[config.mk]
export PLATFORM = sky130hd
export DESIGN_NAME = bus_mux_2to1
export DESIGN_NICKNAME = d
export VERILOG_FILES = /design/src/rtl/bus_mux_pkg.sv /design/src/rtl/mux_2to1_bit.sv /design/src/rtl/bus_mux_2to1.sv
export SDC_FILE = /design/constraint.sdc
export NUM_CORES = 1
export LEC_CHECK = 0
export ABC_AREA = 1
export CAP_MARGIN = 20
export CORE_UTILIZATION = 32
export CTS_BUF_LIST = sky130_fd_sc_hd__clkbuf_8
export DETAILED_ROUTE_END_ITERATION = 8
export PLACE_DENSITY = 0.78
export REMOVE_ABC_BUFFERS = 1
export SLEW_MARGIN = 20
export SYNTH_ARGS = -nofsm -noshare
export SYNTH_HDL_FRONTEND = slang
export SYNTH_SLANG_ARGS = --single-unit
[constraint.sdc]
create_clock -name clk -period 1 [get_ports clk]
set_clock_uncertainty 0.15 [all_clocks]
set_input_delay 0.15 -clock clk [delete_from_list [all_inputs] [get_ports clk]]
set_output_delay 0.15 -clock clk [all_outputs]
set_load 0.01 [all_outputs]
[src/rtl/bus_mux_pkg.sv]
// bus_mux_pkg: shared width default and per-gate delay for the bus mux.
`timescale 1ns/10ps
package bus_mux_pkg;
  localparam int  BUS_MUX_DEFAULT_WIDTH = 64;
  localparam real BUS_MUX_GATE_DELAY    = 0.05;
endpackage

[src/rtl/mux_2to1_bit.sv]
// mux_2to1_bit: gate-level single-bit 2:1 cell; BUS_MUX_GATE_DELAY_EN gives each gate the package delay.
`timescale 1ns/10ps
module mux_2to1_bit
  import bus_mux_pkg::*;
(
  output logic out,
  input  logic in0,
  input  logic in1,
  input  logic sel
);
  logic sel_n, a0, a1;
`ifdef BUS_MUX_GATE_DELAY_EN
  not #(BUS_MUX_GATE_DELAY) u_inv (sel_n, sel);
  and #(BUS_MUX_GATE_DELAY) u_and0 (a0, in0, sel_n);
  and #(BUS_MUX_GATE_DELAY) u_and1 (a1, in1, sel);
  or  #(BUS_MUX_GATE_DELAY) u_or (out, a0, a1);
`else
  not u_inv (sel_n, sel);
  and u_and0 (a0, in0, sel_n);
  and u_and1 (a1, in1, sel);
  or  u_or (out, a0, a1);
`endif
endmodule

[src/rtl/bus_mux_2to1.sv]
// bus_mux_2to1: WIDTH-bit 2:1 mux with combinational and registered outputs; BUS_MUX_GATE_DELAY_EN adds gate delays.
`timescale 1ns/10ps
module bus_mux_2to1
  import bus_mux_pkg::*;
#(
  parameter int WIDTH = BUS_MUX_DEFAULT_WIDTH
) (
  input  logic             clk,
  input  logic             reset_n,
  input  logic [WIDTH-1:0] in0,
  input  logic [WIDTH-1:0] in1,
  input  logic             sel,
  output logic [WIDTH-1:0] out,
  output logic [WIDTH-1:0] out_q
);
  logic [WIDTH-1:0] out_d;
  for (genvar i = 0; i < WIDTH; i++) begin : g_bit
    mux_2to1_bit u_cell (
      .out (out[i]),
      .in0 (in0[i]),
      .in1 (in1[i]),
      .sel (sel)
    );
  end
  assign out_d = reset_n ? out : '0;
  always_ff @(posedge clk) out_q <= out_d;
endmodule

==> flow_summary.yaml <==
drt:
  drt_iter0_drc: 145
  routedLengthMet1_um: 5750
  finalWirelength_um: 16900
  top_layer: "met4"
  vias_per_cell: 4.28
  drtAntennaViolNets: 0
  wl_met2_um: 9170
  wl_per_cell_um: 15.1
  wl_met3_um: 1300
  vias: 4814
  drc: 0
  firstDrtPassIters: 4
die:
  num_rows: 38
  start_util_pct: 33.1
  die_w_um: 108
  die_h_um: 108
  die_area_um2: 11700
  ioPinCount: 259
  design.core.area_um2: 10900
global_route:
  grt_pass1_wl_um: 21700
  grt_max_degree: 30
  antenna_found_initial: 2
  first_global_vias: 4764
  grt_overflow: 0
  grt_usage_pct: 24.5
final_layout:
  largest_register: "out_q"
  finalNonFillerCells: 1125
  nFillCells: 728
  drive_gt1_share_pct: 59.8
  largest_reg_flops: 64
  synthToLayoutAreaGrowth_pct: 133
  top_regs: "out_q: 64 flops"
  final_nets: 1112
  fin_area_um2: 8380
yosys:
  postSynthAreaPerCell_um2: 6.03
  yosys.area.top_type_share_pct: 35.6
  syn_area_um2: 3600
  synth_cell_type_count: 9
  async_reset_ff_share_pct: 0
  syn_inst: 597
  synth_area_leaders: "dfxtp_1, inv_1, nand2_1, buf_4, nor2_1"
  synth_flop_cell: "dfxtp_1"
  synth_top_cell_by_area: "dfxtp_1"
  synthTopCellsByCount: "inv_1, nand2_1, buf_4, dfxtp_1, nor2_1"
  ys_seq_area_share_pct: 35.6
  synth_edf_count: 0
  synth_seq_cells: 64
  ys_warn_count: 0
sta:
  slew_headroom_pct: 88.2
  hold_viol_final: 0
  min_period_ns: 1.24
  worst_pin_slew_ns: 0.177
  setup_violations: 159
  fin_ws_ns: -0.245
  fin_crit_sh_pct: 124
  drv_slew: 0
  rsz0062_at_grt: "true"
  fmax_mhz: 803
worst_setup_path:
  path_class: "in -> out"
  crit_end: "out[53]"
  cp-end-kind: "output port"
  worstSetupStartpoint: "sel"
  worstPathArrival_ns: 0.94
  cp-start-kind: "input pin"
  crit_required_ns: 0.70
  critPathMaxFanout: 8
cts:
  cts_inserted_buffers: 9
  clk_pin_slew_ns: 0.06
  cts_tree: "yes"
  cts_hold_buf: 0
  cts_root_buf: "clkbuf_8"
  cts_max_level: 3
  clkSinkCount: 64
  clk_path_buf_depth: 2
power:
  p_int_mw: 5.87
  p_per_area_nw_per_um2: 1010
  pwr-share-clk_pct: 25.0
  pwr-share-seq_pct: 33.2
  p_sw_share_pct: 30.6
  netSwitchingPower_mw: 2.59
  ir_drop_uv: 681
  leakage_nw: 5.08
  comb_power_share_pct: 41.8
outcome:
  status: "finished with violations"
  violations: "setup timing"
placement:
  hpwl_um: 8150
  globalplace.congestion: 0.772
  port_buffers: 258
  place_area_um2: 6270
  placed_cells: 975
hold_path:
  min_path_type: "in -> reg"
  min_from: "in0[31]"
run:
  drv_cap: 0
critical path, stage by stage:
cell and delay [ns]:
buf_12 0.10, buf_16 0.18, clkbuf_16 0.20, nand2_2 0.06, nand2_2 0.07, inv_1 0.05, buf_2 0.13
cell usage in the layout, fill, tap and decap left out:
cell type	n
clkdlybuf4s50_1	1
diode_2	2
inv_1	152
nor2_4	7
nand2_1	43
nand2_2	80
dlymetal6s2s_1	1
inv_2	41
buf_2	55
buf_8	2
buf_12	6
nor2_2	20
buf_4	158
nand2_4	69
dlygate4sd2_1	127
clkbuf_8	13
buf_6	91
buf_16	12
clkinv_8	1
nor2_1	37
dfxtp_2	30
clkbuf_16	3
dfxtp_1	34
routing by layer:
| metal | vias up | track usage (%) |
|---|---|---|
| li1 | 2301 | - |
| met1 | 2217 | 23.3 |
| met2 | 239 | 46.7 |
| met3 | 57 | 6.45 |
| met4 | 0 | 14.6 |
| met5 | - | 0 |
final cells by class:
class                           instances  area, um2  share of cell area (%)
Antenna cell                            2       5.00                  0.0597
Tap cell                              140        175                    2.09
Inverter                              194        741                    8.84
Timing Repair Buffer                  456       4180                    49.9
Sequential cell                        64       1320                    15.7
Clock buffer                           13        179                    2.14
Multi-Input combinational cell        256       1780                    21.3
what timing repair did:
item                       CTS  global route
cloned                       9             3
pin swaps                   74            63
resized for setup          757           322
setup endpoints to repair  128           169
setup buffers              144            15
power groups by stage:
stage          combinational, mW  clock [mW]  sequential, mW
2_1_floorplan              0.607           0            2.93
3_3_place_gp                2.40           0            2.82
3_5_place_dp                2.43           0            2.83
4_1_cts                     2.86        2.14            2.77
5_1_grt                     3.77        2.25            2.82
6_report                    3.54        2.11            2.81
cell families after synthesis:
group / Yosys count / synth area share [%]
buffers and inverters: 277 / 37.7
flip-flops: 64 / 35.6
AND/OR/NAND/NOR: 256 / 26.7
worst min-delay path by stage:
stage,endpoint,slack [ns],cells past startpoint
3_5_place_dp,out_q[7],0.57,5
2_1_floorplan,out_q[0],0.18,3
6_report,out_q[31],0.13,5
3_3_place_gp,out_q[7],0.56,5
5_1_grt,out_q[31],0.14,5
4_1_cts,out_q[25],0.1,5
per-stage QoR:
stage | hold WS (ns) | total power, mW | setup slack [ns] | util [%] | TNS [ns]
floorplan | 0.184 | 3.53 | -0.194 | - | -22.29
global placement | 0.561 | 5.22 | -0.708 | 57.6 | -61.38
detailed placement | 0.574 | 5.26 | -0.714 | 57.6 | -62.68
CTS | 0.0973 | 7.77 | -0.213 | 67.6 | -20.23
global route | 0.140 | 8.84 | -0.265 | 76.9 | -25.70
finish | 0.126 | 8.46 | -0.245 | 76.9 | -21.16
Note: power is estimated with default switching activity, not from simulation.
